## src/rtl/memory_pkg.sv

```systemverilog
// memory_pkg
//   Shared types and helpers for the memory write controller.
//   - wc_state_t    : write-controller FSM states
//   - store_entry_t : one store-buffer entry at the default geometry
//   - strb_to_mask  : expands byte strobes into a per-bit mask
//   Package types cannot follow module parameters, so the mask helper works
//   at a fixed maximum width and callers truncate to their own word width.
package memory_pkg;

    localparam int unsigned DEF_MEMDATAWIDTH = 32;
    localparam int unsigned DEF_MEMDEPTH     = 16;
    localparam int unsigned DEF_STBDEPTH     = 4;

    // Widest word the mask helper supports (512-bit words).
    localparam int unsigned MASK_MAX_BYTES = 64;
    localparam int unsigned MASK_MAX_BITS  = MASK_MAX_BYTES * 8;

    typedef enum logic [1:0] {
        IDLE,
        RD_REQ,
        RD_WAIT,
        WR
    } wc_state_t;

    typedef struct packed {
        logic [$clog2(DEF_MEMDEPTH)-1:0] pos;
        logic [DEF_MEMDATAWIDTH-1:0]     data;
        logic [DEF_MEMDATAWIDTH/8-1:0]   strb;
    } store_entry_t;

    // Bit k of strb becomes bits [8k+7:8k] of the returned mask.
    function automatic logic [MASK_MAX_BITS-1:0] strb_to_mask(
        input logic [MASK_MAX_BYTES-1:0] strb
    );
        logic [MASK_MAX_BITS-1:0] mask;
        mask = '0;
        for (int unsigned k = 0; k < MASK_MAX_BYTES; k++) begin
            mask[k*8 +: 8] = {8{strb[k]}};
        end
        return mask;
    endfunction

endpackage

```

## src/rtl/memory_write_controller_if.sv

```systemverilog
// memory_write_controller_if
//   Bundles the M-stage store handshake and the memory read/write ports of
//   the write controller.
//   - slave  : view used by memory_write_controller
//   - master : view used by the surrounding pipeline / memory (or a bench)
//   Signal names keep the original _i/_o suffixes relative to the controller.
interface memory_write_controller_if
    import memory_pkg::*;
#(
    parameter int unsigned MEMDATAWIDTH = DEF_MEMDATAWIDTH,
    parameter int unsigned MEMDEPTH     = DEF_MEMDEPTH
);
    localparam int unsigned AW = $clog2(MEMDEPTH);
    localparam int unsigned SW = MEMDATAWIDTH / 8;

    // M-stage store request side
    logic                    m_write_en_i;
    logic [AW-1:0]           m_write_pos_i;
    logic [MEMDATAWIDTH-1:0] m_write_data_i;
    logic [SW-1:0]           m_write_strb_i;
    logic                    m_write_ready_o;
    logic                    m_write_done_o;
    logic                    busy_o;

    // Memory RMW read port
    logic                    mem_read_en_o;
    logic [AW-1:0]           mem_read_pos_o;
    logic [MEMDATAWIDTH-1:0] mem_read_data_i;
    logic                    mem_read_valid_i;

    // Memory write port
    logic                    mem_write_en_o;
    logic [AW-1:0]           mem_write_pos_o;
    logic [MEMDATAWIDTH-1:0] mem_write_data_o;

    modport slave (
        input  m_write_en_i, m_write_pos_i, m_write_data_i, m_write_strb_i,
        output m_write_ready_o, m_write_done_o, busy_o,
        output mem_read_en_o, mem_read_pos_o,
        input  mem_read_data_i, mem_read_valid_i,
        output mem_write_en_o, mem_write_pos_o, mem_write_data_o
    );

    modport master (
        output m_write_en_i, m_write_pos_i, m_write_data_i, m_write_strb_i,
        input  m_write_ready_o, m_write_done_o, busy_o,
        input  mem_read_en_o, mem_read_pos_o,
        output mem_read_data_i, mem_read_valid_i,
        input  mem_write_en_o, mem_write_pos_o, mem_write_data_o
    );

endinterface

```

## src/rtl/store_buffer_fifo.sv

```systemverilog
// store_buffer_fifo
//   In-order store buffer. Pointers carry one extra wrap bit so full and
//   empty are decoded from pointer state alone.
//   Ports:
//   - clk, rst_n : clock, asynchronous active-low reset (empties the buffer)
//   - push, wr_data : enqueue (ignored when full, even with a pop this cycle)
//   - pop        : dequeue head (ignored when empty)
//   - head       : oldest entry, valid while !empty
//   - full, empty: occupancy flags
module store_buffer_fifo #(
    parameter type         T        = logic [7:0],
    parameter int unsigned STBDEPTH = 4
) (
    input  logic clk,
    input  logic rst_n,
    input  logic push,
    input  T     wr_data,
    input  logic pop,
    output T     head,
    output logic full,
    output logic empty
);
    localparam int unsigned PW = $clog2(STBDEPTH);

    T             entries [STBDEPTH];
    logic [PW:0]  wr_ptr;
    logic [PW:0]  rd_ptr;
    logic         do_push;
    logic         do_pop;

    assign empty   = (wr_ptr == rd_ptr);
    assign full    = (wr_ptr[PW] != rd_ptr[PW]) && (wr_ptr[PW-1:0] == rd_ptr[PW-1:0]);
    assign do_push = push && !full;
    assign do_pop  = pop && !empty;
    assign head    = entries[rd_ptr[PW-1:0]];

    always_ff @(posedge clk or negedge rst_n) begin
        if (!rst_n) begin
            wr_ptr <= '0;
            rd_ptr <= '0;
        end else begin
            if (do_push) wr_ptr <= wr_ptr + (PW+1)'(1);
            if (do_pop)  rd_ptr <= rd_ptr + (PW+1)'(1);
        end
    end

    // Payload storage needs no reset: it is only read behind !empty.
    always_ff @(posedge clk) begin
        if (do_push) entries[wr_ptr[PW-1:0]] <= wr_data;
    end

endmodule

```

## src/rtl/memory_write_controller.sv

```systemverilog
// memory_write_controller
//   Accepts stores from the M stage into an in-order store buffer and
//   retires them to a memory without byte enables. Full-strobe stores are
//   written directly; partial-strobe stores read the word, merge the strobed
//   bytes and write it back; zero-strobe stores retire with no access.
//   Ports:
//   - clk_i, rst_ni : clock, asynchronous active-low reset
//   - bus (slave)   : store handshake (en/pos/data/strb, ready, done, busy),
//                     RMW read port (en/pos out, data/valid in),
//                     write port (en/pos/data out)
//   The interface instance must use the same MEMDATAWIDTH/MEMDEPTH.
module memory_write_controller
    import memory_pkg::*;
#(
    parameter int unsigned MEMDATAWIDTH = DEF_MEMDATAWIDTH,
    parameter int unsigned MEMDEPTH     = DEF_MEMDEPTH,
    parameter int unsigned STBDEPTH     = DEF_STBDEPTH
) (
    input  logic                        clk_i,
    input  logic                        rst_ni,
    memory_write_controller_if.slave    bus
);
    localparam int unsigned AW = $clog2(MEMDEPTH);
    localparam int unsigned SW = MEMDATAWIDTH / 8;

    typedef struct packed {
        logic [AW-1:0]           pos;
        logic [MEMDATAWIDTH-1:0] data;
        logic [SW-1:0]           strb;
    } entry_t;

    entry_t    wr_entry;
    entry_t    head;
    logic      full;
    logic      empty;
    logic      push;
    logic      pop;

    wc_state_t state;
    wc_state_t next_state;

    logic      head_full_strb;
    logic      head_nop;
    logic [MEMDATAWIDTH-1:0] byte_mask;
    logic [MEMDATAWIDTH-1:0] merged;

    logic                    read_en_d;
    logic                    write_en_d;
    logic                    done_d;
    logic [MEMDATAWIDTH-1:0] write_data_d;

    logic                    read_en_q;
    logic [AW-1:0]           read_pos_q;
    logic                    write_en_q;
    logic [AW-1:0]           write_pos_q;
    logic [MEMDATAWIDTH-1:0] write_data_q;
    logic                    done_q;

    // ---------------------------------------------------------------- buffer
    assign push              = bus.m_write_en_i && !full;
    assign wr_entry.pos      = bus.m_write_pos_i;
    assign wr_entry.data     = bus.m_write_data_i;
    assign wr_entry.strb     = bus.m_write_strb_i;

    store_buffer_fifo #(
        .T        (entry_t),
        .STBDEPTH (STBDEPTH)
    ) u_stb (
        .clk     (clk_i),
        .rst_n   (rst_ni),
        .push    (push),
        .wr_data (wr_entry),
        .pop     (pop),
        .head    (head),
        .full    (full),
        .empty   (empty)
    );

    assign head_full_strb = &head.strb;
    assign head_nop       = !empty && (head.strb == '0);

    // Mask helper is built at a fixed maximum width; the casts pad the strobe
    // up and trim the mask back down to this word width.
    assign byte_mask = MEMDATAWIDTH'(strb_to_mask(MASK_MAX_BYTES'(head.strb)));
    assign merged    = (bus.mem_read_data_i & ~byte_mask) | (head.data & byte_mask);

    // ------------------------------------------------------ state register
    always_ff @(posedge clk_i or negedge rst_ni) begin
        if (!rst_ni) state <= IDLE;
        else         state <= next_state;
    end

    // ---------------------------------------------------------- next state
    always_comb begin
        next_state = state;
        unique case (state)
            IDLE: begin
                if (!empty && !head_nop) begin
                    next_state = head_full_strb ? WR : RD_REQ;
                end
            end
            RD_REQ:  next_state = RD_WAIT;
            RD_WAIT: if (bus.mem_read_valid_i) next_state = WR;
            WR:      next_state = IDLE;
            default: next_state = IDLE;
        endcase
    end

    // -------------------------------------------------------------- outputs
    // Output flops load from next_state so each enable is high exactly while
    // the FSM sits in the matching state. The head is stable from IDLE until
    // the WR pop, so head.pos is a safe address source here.
    always_comb begin
        read_en_d    = (next_state == RD_REQ);
        write_en_d   = (next_state == WR);
        done_d       = (next_state == WR) || ((state == IDLE) && head_nop);
        pop          = (state == WR) || ((state == IDLE) && head_nop);
        write_data_d = (state == RD_WAIT) ? merged : head.data;
    end

    always_ff @(posedge clk_i or negedge rst_ni) begin
        if (!rst_ni) begin
            read_en_q    <= 1'b0;
            read_pos_q   <= '0;
            write_en_q   <= 1'b0;
            write_pos_q  <= '0;
            write_data_q <= '0;
            done_q       <= 1'b0;
        end else begin
            read_en_q  <= read_en_d;
            write_en_q <= write_en_d;
            done_q     <= done_d;
            if (read_en_d) read_pos_q <= head.pos;
            if (write_en_d) begin
                write_pos_q  <= head.pos;
                write_data_q <= write_data_d;
            end
        end
    end

    assign bus.m_write_ready_o  = !full;
    assign bus.busy_o           = !empty || (state != IDLE);
    assign bus.m_write_done_o   = done_q;
    assign bus.mem_read_en_o    = read_en_q;
    assign bus.mem_read_pos_o   = read_pos_q;
    assign bus.mem_write_en_o   = write_en_q;
    assign bus.mem_write_pos_o  = write_pos_q;
    assign bus.mem_write_data_o = write_data_q;

endmodule

```

## src/flat_wrapper.sv

```systemverilog
// flat-port wrapper written by rule: the top's interface ports become plain ports
module memory_write_controller_flat import memory_pkg::*;
#(
    parameter int unsigned MEMDATAWIDTH = DEF_MEMDATAWIDTH,
    parameter int unsigned MEMDEPTH     = DEF_MEMDEPTH,
    parameter int unsigned STBDEPTH     = DEF_STBDEPTH
)
  (clk_i, rst_ni, bus_m_write_en_i, bus_m_write_pos_i, bus_m_write_data_i, bus_m_write_strb_i, bus_m_write_ready_o, bus_m_write_done_o, bus_busy_o, bus_mem_read_en_o, bus_mem_read_pos_o, bus_mem_read_data_i, bus_mem_read_valid_i, bus_mem_write_en_o, bus_mem_write_pos_o, bus_mem_write_data_o);
  memory_write_controller_if #(.MEMDATAWIDTH(MEMDATAWIDTH), .MEMDEPTH(MEMDEPTH)) bus_i ();
  input  logic clk_i;
  input  logic rst_ni;
  input wire logic [$bits(bus_i.m_write_en_i)-1:0] bus_m_write_en_i;
  input wire logic [$bits(bus_i.m_write_pos_i)-1:0] bus_m_write_pos_i;
  input wire logic [$bits(bus_i.m_write_data_i)-1:0] bus_m_write_data_i;
  input wire logic [$bits(bus_i.m_write_strb_i)-1:0] bus_m_write_strb_i;
  output wire logic [$bits(bus_i.m_write_ready_o)-1:0] bus_m_write_ready_o;
  output wire logic [$bits(bus_i.m_write_done_o)-1:0] bus_m_write_done_o;
  output wire logic [$bits(bus_i.busy_o)-1:0] bus_busy_o;
  output wire logic [$bits(bus_i.mem_read_en_o)-1:0] bus_mem_read_en_o;
  output wire logic [$bits(bus_i.mem_read_pos_o)-1:0] bus_mem_read_pos_o;
  input wire logic [$bits(bus_i.mem_read_data_i)-1:0] bus_mem_read_data_i;
  input wire logic [$bits(bus_i.mem_read_valid_i)-1:0] bus_mem_read_valid_i;
  output wire logic [$bits(bus_i.mem_write_en_o)-1:0] bus_mem_write_en_o;
  output wire logic [$bits(bus_i.mem_write_pos_o)-1:0] bus_mem_write_pos_o;
  output wire logic [$bits(bus_i.mem_write_data_o)-1:0] bus_mem_write_data_o;
  assign bus_i.m_write_en_i = bus_m_write_en_i;
  assign bus_i.m_write_pos_i = bus_m_write_pos_i;
  assign bus_i.m_write_data_i = bus_m_write_data_i;
  assign bus_i.m_write_strb_i = bus_m_write_strb_i;
  assign bus_m_write_ready_o = bus_i.m_write_ready_o;
  assign bus_m_write_done_o = bus_i.m_write_done_o;
  assign bus_busy_o = bus_i.busy_o;
  assign bus_mem_read_en_o = bus_i.mem_read_en_o;
  assign bus_mem_read_pos_o = bus_i.mem_read_pos_o;
  assign bus_i.mem_read_data_i = bus_mem_read_data_i;
  assign bus_i.mem_read_valid_i = bus_mem_read_valid_i;
  assign bus_mem_write_en_o = bus_i.mem_write_en_o;
  assign bus_mem_write_pos_o = bus_i.mem_write_pos_o;
  assign bus_mem_write_data_o = bus_i.mem_write_data_o;
  memory_write_controller #(.MEMDATAWIDTH(MEMDATAWIDTH), .MEMDEPTH(MEMDEPTH), .STBDEPTH(STBDEPTH)) u_core (.clk_i(clk_i), .rst_ni(rst_ni), .bus(bus_i));
endmodule
```

## config.mk

```make
export PLATFORM = sky130hd
export DESIGN_NAME = memory_write_controller_flat
export DESIGN_NICKNAME = d
export VERILOG_FILES = /design/src/rtl/memory_pkg.sv /design/src/rtl/memory_write_controller_if.sv /design/src/rtl/store_buffer_fifo.sv /design/src/rtl/memory_write_controller.sv /design/src/flat_wrapper.sv
export SDC_FILE = /design/constraint.sdc
export NUM_CORES = 1
export LEC_CHECK = 0
export ABC_AREA = 1
export CAP_MARGIN = 0
export CORE_AREA = 2 2 130 132
export CTS_CLUSTER_DIAMETER = 80
export CTS_CLUSTER_SIZE = 14
export DETAILED_ROUTE_END_ITERATION = 16
export DIE_AREA = 0 0 132 134
export HOLD_SLACK_MARGIN = 0.08
export PLACE_DENSITY = 0.76
export SLEW_MARGIN = 40
export SYNTH_ARGS = -nofsm -noshare
export SYNTH_HDL_FRONTEND = slang
export SYNTH_HIERARCHICAL = 1
export SYNTH_SLANG_ARGS = --single-unit
export TNS_END_PERCENT = 30
```

## constraint.sdc

```tcl
create_clock -name clk_i -period 4.17 [get_ports clk_i]
set_input_delay 1.0425 -clock clk_i [delete_from_list [all_inputs] [get_ports clk_i]]
set_output_delay 1.0425 -clock clk_i [all_outputs]
set_load 0.01 [all_outputs]
```

* After elaboration in Yosys (flattened, before gate mapping)
Memories as Yosys holds them, arrays and structs flattened.
Cells that the tools add are included.
** Word-level totals
- Bits in writable memories :: 160
- Bits in registers :: 51
- Bits of input ports :: 76
- Word-level logic and storage cells :: 48
- Memories kept :: 1
** Operators by class
- Equal/unequal tests :: 8
- Muxes and demuxes :: 7
- Bitwise operators :: 4
- Reduce and logical (&&, ||, !) cells :: 17
- Add/subtract/negate cells :: 2
** Memories
- u_core.u_stb.entries :: depth 4, bits a word 40, read ports 1, clocked after memory_dff 0, wr ports 1, line store_buffer_fifo.sv:25 : T entries [STBDEPTH];
** Operator list (number)
- 32-bit AND :: 2
- 32-bit two-way mux :: 1
- 32-bit NOT :: 1
- 32-bit bitwise OR :: 1
- 2-bit case mux with 4 select lines :: 1
- 1-bit logical AND :: 7
- 3-bit by 1-bit adder with 3-bit output, second input constant :: 2
- 2-bit equality test, second input constant :: 3
- 2-bit two-way mux :: 3
- 2-bit by 1-bit equality test with 1-bit output, second input constant :: 2
- 4-bit zero test :: 1
- 4-bit AND reduction :: 1
- 3-bit equality test :: 1
- 1-bit zero test :: 3
- 1-bit logical OR :: 3
- 2-bit equality test :: 1
- 2-bit zero test :: 1
- 1-bit two-way mux :: 2
- 2-bit nonzero test :: 1
- 1-bit inequality test :: 1

* Logic depth before layout (Yosys ltp)
- Word-level depth :: 9
- Depth in mapped cells :: 14

* Modules after synthesis
Netlist, hierarchy kept.
** Modules (own cells, without submodules)
- store_buffer_fifo :: times used 1, area each 6301.0 µm², cells an instance 447, sequential area each 4954.8 µm²
- memory_write_controller :: times used 1, area each 2467.4 µm², cells an instance 333, sequential area each 1126.1 µm²

* Worst setup path after synthesis
No wires, ideal clock.
- Path type :: in2reg
- From :: input bus_m_write_en_i
- To :: memory u_core/u_stb/entries[0][0] (netlist bit), enable pin
- Stages on the path :: 4
- Setup slack :: 0.664 ns
- Data arrival time :: 3.069 ns
- Required time :: 3.733 ns
- Buffers on the path :: 0
- Setup time :: 0.437 ns
- Cell sequence :: inv_1 > nor2_1 > nand2_2 > nor2_1
** Between the ends
- Cells in the longest elaborated chain, start to end :: 4
** RTL lines
- start: declaration :: line flat_wrapper.sv:12 : input wire logic [$bits(bus_i.m_write_en_i)-1:0] bus_m_write_en_i;
- 1-bit logical AND :: line memory_write_controller.sv:60 : assign push = bus.m_write_en_i && !full;
- named net u_core.push :: line memory_write_controller.sv:36 : logic push;
- 1-bit logical AND :: line store_buffer_fifo.sv:33 : assign do_push = push && !full;
- 1-bit two-way mux :: line store_buffer_fifo.sv:49 : if (do_push) entries[wr_ptr[PW-1:0]] <= wr_data;
- 1-bit two-way mux (implied by the code) :: line store_buffer_fifo.sv:49
- end: declaration :: line store_buffer_fifo.sv:25
The timed path passes the listed nets, and every way through them passes these cells.

* Final worst setup path
- From :: register u_core.u_stb.rd_ptr[0]
- To :: output bus_m_write_ready_o
** Between the ends
- Cells in the longest elaborated chain, start to end :: 3
** RTL lines
- start: declaration :: line store_buffer_fifo.sv:27 : logic [PW:0] rd_ptr;
- start signal: assignment :: line store_buffer_fifo.sv:43 : if (do_pop) rd_ptr <= rd_ptr + (PW+1)'(1);
- 2-bit equality test :: line store_buffer_fifo.sv:32 : assign full = (wr_ptr[PW] != rd_ptr[PW]) && (wr_ptr[PW-1:0] == rd_ptr[PW-1:0]);
- 1-bit logical AND :: line store_buffer_fifo.sv:32
- named net u_core.full :: line memory_write_controller.sv:34 : logic full;
- 1-bit zero test :: line memory_write_controller.sv:141 : assign bus.m_write_ready_o = !full;
- end: declaration :: line flat_wrapper.sv:16 : output wire logic [$bits(bus_i.m_write_ready_o)-1:0] bus_m_write_ready_o;
The timed path passes the listed nets, and every way through them passes these cells.

==> impl_metrics.json <==
{
  "outcome": "finished clean",
  "io_pins": 121,
  "synth_area_mm2": 0.008768,
  "grt-ovfl-total": 0,
  "cts_root_buf": "clkbuf_16",
  "seq_area_frac_synth": 0.6935,
  "synthAdderAreaFrac": 0.01284,
  "criticalPathCategory": "register to output port",
  "syn_to_final_growth_pct": 22.40,
  "cp_max_fo": 25,
  "wl_per_cell_um": 17.79,
  "setup_viol": 0,
  "synthTopCellsByArea": "edfxtp_1 55%, dfrtp_1 15%, nand2_1 6.3%",
  "routed_wl_um": 19920,
  "required_ns": 3.13,
  "drc": 0,
  "synthMuxAreaShare": 0,
  "dr_wl_met3_um": 1303,
  "die_h_um": 134,
  "antenna_found_initial": 0,
  "clk-insertion-delay-late_ns": 0.49,
  "cp.arrival_ns": 2.37,
  "ant_nets": 0,
  "power_density_mw_per_mm2": 766.4,
  "period_needed_ns": 3.411,
  "multi_input_area_mm2": 0.002271,
  "tns_ns": 0,
  "netlist_top_cells_count": "160 x edfxtp_1, 146 x nand2_1, 109 x o21ai_0, 89 x nor2_1, 56 x inv_1",
  "dr_total_vias": 6196,
  "met1Wirelength_um": 8155,
  "synthDistinctLibCells": 26,
  "synthArstFlopShare": 0.2417,
  "slew_violations": 0,
  "initial_core_util": 0.5383,
  "dp_hpwl_um": 12590,
  "cts.sink_count": 211,
  "fin_cells": 1120,
  "grt_pass1_vias": 5992,
  "synth_xor_area_frac": 0.001998,
  "nNetsFinal": 972,
  "synth.avg_cell_area_um2": 11.24,
  "synth_edf_count": 160,
  "ys_ff_latch": 211,
  "grt_pass1_wl_um": 31430,
  "finClkSkew_ns": 0.01752,
  "slew_headroom": 0.5388,
  "cts_setup_buffers": 0,
  "yosysTopAreaCell": "edfxtp_1",
  "track_usage": 0.2247,
  "drtIter0Drc": 414,
  "vias_per_cell": 5.532,
  "cts_buffer_depth": 3,
  "gp_congestion": 0.8196,
  "hold_class": "register to register",
  "fp.coreArea_mm2": 0.01629,
  "p_leak_nw": 4.240,
  "finalHoldViolCount": 0,
  "fin_ws_ns": 0.7586,
  "maxCapViolCount": 0,
  "grt_max_degree": 61,
  "ys_warn_count": 6,
  "floorplan.rows": 47,
  "endpoint_kind": "output port",
  "crit_path_start_kind": "register",
  "dr_wl_met2_um": 9899,
  "pre_cts_ws_ns": 1.025,
  "fillerInstances": 1232,
  "cts_resized": 0,
  "regArea_mm2": 0.006082,
  "die_x_um": 132,
  "place_area_mm2": 0.01018,
  "first_pass_iters": 5,
  "synth_compound_area_frac": 0.09346,
  "synthCells": 780,
  "drive_above_1_share": 0.05889,
  "yosys.area_share.simple": 0.1473,
  "io_buffer_count": 120,
  "htreeDepth": 1,
  "peakVddDrop_v": 0.0006212,
  "clk_pin_slew_worst_paths_ns": 0.07,
  "max_freq_ghz": 0.2931,
  "design.die.area_mm2": 0.01769,
  "postSynthNetCount": 865,
  "final_area_mm2": 0.01073,
  "synth_top_family_by_area": "simple AND/OR/NAND/NOR gates",
  "dp_cells": 1086,
  "finalCritPeriodShare": 0.8181,
  "tritoncts": "built",
  "hold_buffers": 0,
  "n_antenna_cell": 0,
  "worst_slew_pin_slew_ns": 0.6901,
  "synthFlopType": "edfxtp_1",
  "rsz0062_at_grt": "no",
  "numCtsBuffers": 19,
  "total_power_mw": 8.226,
  "synth_top_area_share": 0.5479,
  "highest_layer": "met4",
  "yosysMostFrequentCell": "edfxtp_1"
}
## layer usage
| layer | track usage | up-vias |
|---|---|---|
| met5 | 0 | - |
| met4 | 0.07790 | 0 |
| met3 | 0.03855 | 44 |
| met2 | 0.3845 | 245 |
| met1 | 0.2933 | 2982 |
| li1 | - | 2925 |
## path summary, 6_finish.rpt
check                                                 from                         endpoint  slack, ns  depth (start not counted)
max in group asynchronous                           rst_ni  u_core/bus.mem_write_data_o[12]       3.01                          2
min in group asynchronous                           rst_ni   u_core/bus.mem_write_data_o[0]       0.55                          1
min reg2reg                u_core/bus.mem_write_data_o[13]  u_core/bus.mem_write_data_o[13]       0.47                          2
max reg2reg                         u_core/u_stb/rd_ptr[0]       u_core/u_stb/entries[2][4]       1.26                          9
max                                 u_core/u_stb/rd_ptr[0]              bus_m_write_ready_o       0.76                          7
min                        u_core/bus.mem_write_data_o[13]  u_core/bus.mem_write_data_o[13]       0.47                          2
## cell type report
cell class,count,area share
Clock buffer,32,0.04885
Clock inverter,2,0.002332
Inverter,57,0.01993
Multi-Input combinational cell,464,0.2116
Sequential cell,211,0.5667
Tap cell,220,0.02565
Timing Repair Buffer,134,0.1250
## kinds of logic after synthesis
kind of cell / Yosys count
AOI/OAI and AO/OA: 153
xor gates and xnor gates: 2
adders and majority gates: 9
buffers and inverters: 105
DFF: 211
and+or+nand+nor: 300
## state kept, by name (all words and copies together), names as in the netlist
register	count
u_core/bus.m_write_done_o	1
u_core/bus.mem_read_en_o	1
u_core/bus.mem_read_pos_o	4
u_core/bus.mem_write_data_o	32
u_core/bus.mem_write_en_o	1
u_core/bus.mem_write_pos_o	4
u_core/state	2
u_core/u_stb/entries	160
u_core/u_stb/rd_ptr	3
u_core/u_stb/wr_ptr	3
## critical path, stage by stage, from the launching register on
cell and delay, ns:
dfrtp_2 0.56, inv_2 0.34, nand2_1 0.09, nand2_1 0.11, nand3_2 0.16, inv_1 0.11
inv_1 0.04, clkdlybuf4s50_1 0.47
## cells in the final DEF (no fill, tap or decap)
cell and n:
nand3_1 10, nor2_1 86, nand4_1 41, clkbuf_16 19, or2_2 1, nor2_2 2
inv_6 1, a21oi_4 1, edfxtp_1 160, clkinv_8 1, dfrtp_1 50, inv_1 55
o21ai_1 3, dfrtp_2 1, xnor2_1 1, ha_1 9, nand2_2 3, buf_12 3
nand2_1 146, or2_1 4, inv_2 2, nand3_2 4, o21ai_0 109, clkdlybuf4s50_1 119
buf_4 12, xor2_1 1, o22ai_1 40, nor2_4 3, clkbuf_1 13
## through the flow
stage          utilization  hold WS [ns]
2_1_floorplan            -        0.4838
4_1_cts             0.6589        0.4771
3_3_place_gp        0.6250        0.4530
5_1_grt             0.6589        0.4993
6_report            0.6589        0.4739
3_5_place_dp        0.6252        0.4598
## report_power, final
group / switching (mW) / internal [mW]
clock network: 0.720 / 0.864
logic: 2.25 / 1.22
registers: 0.262 / 2.91
Power figures use the tool's default switching activity.
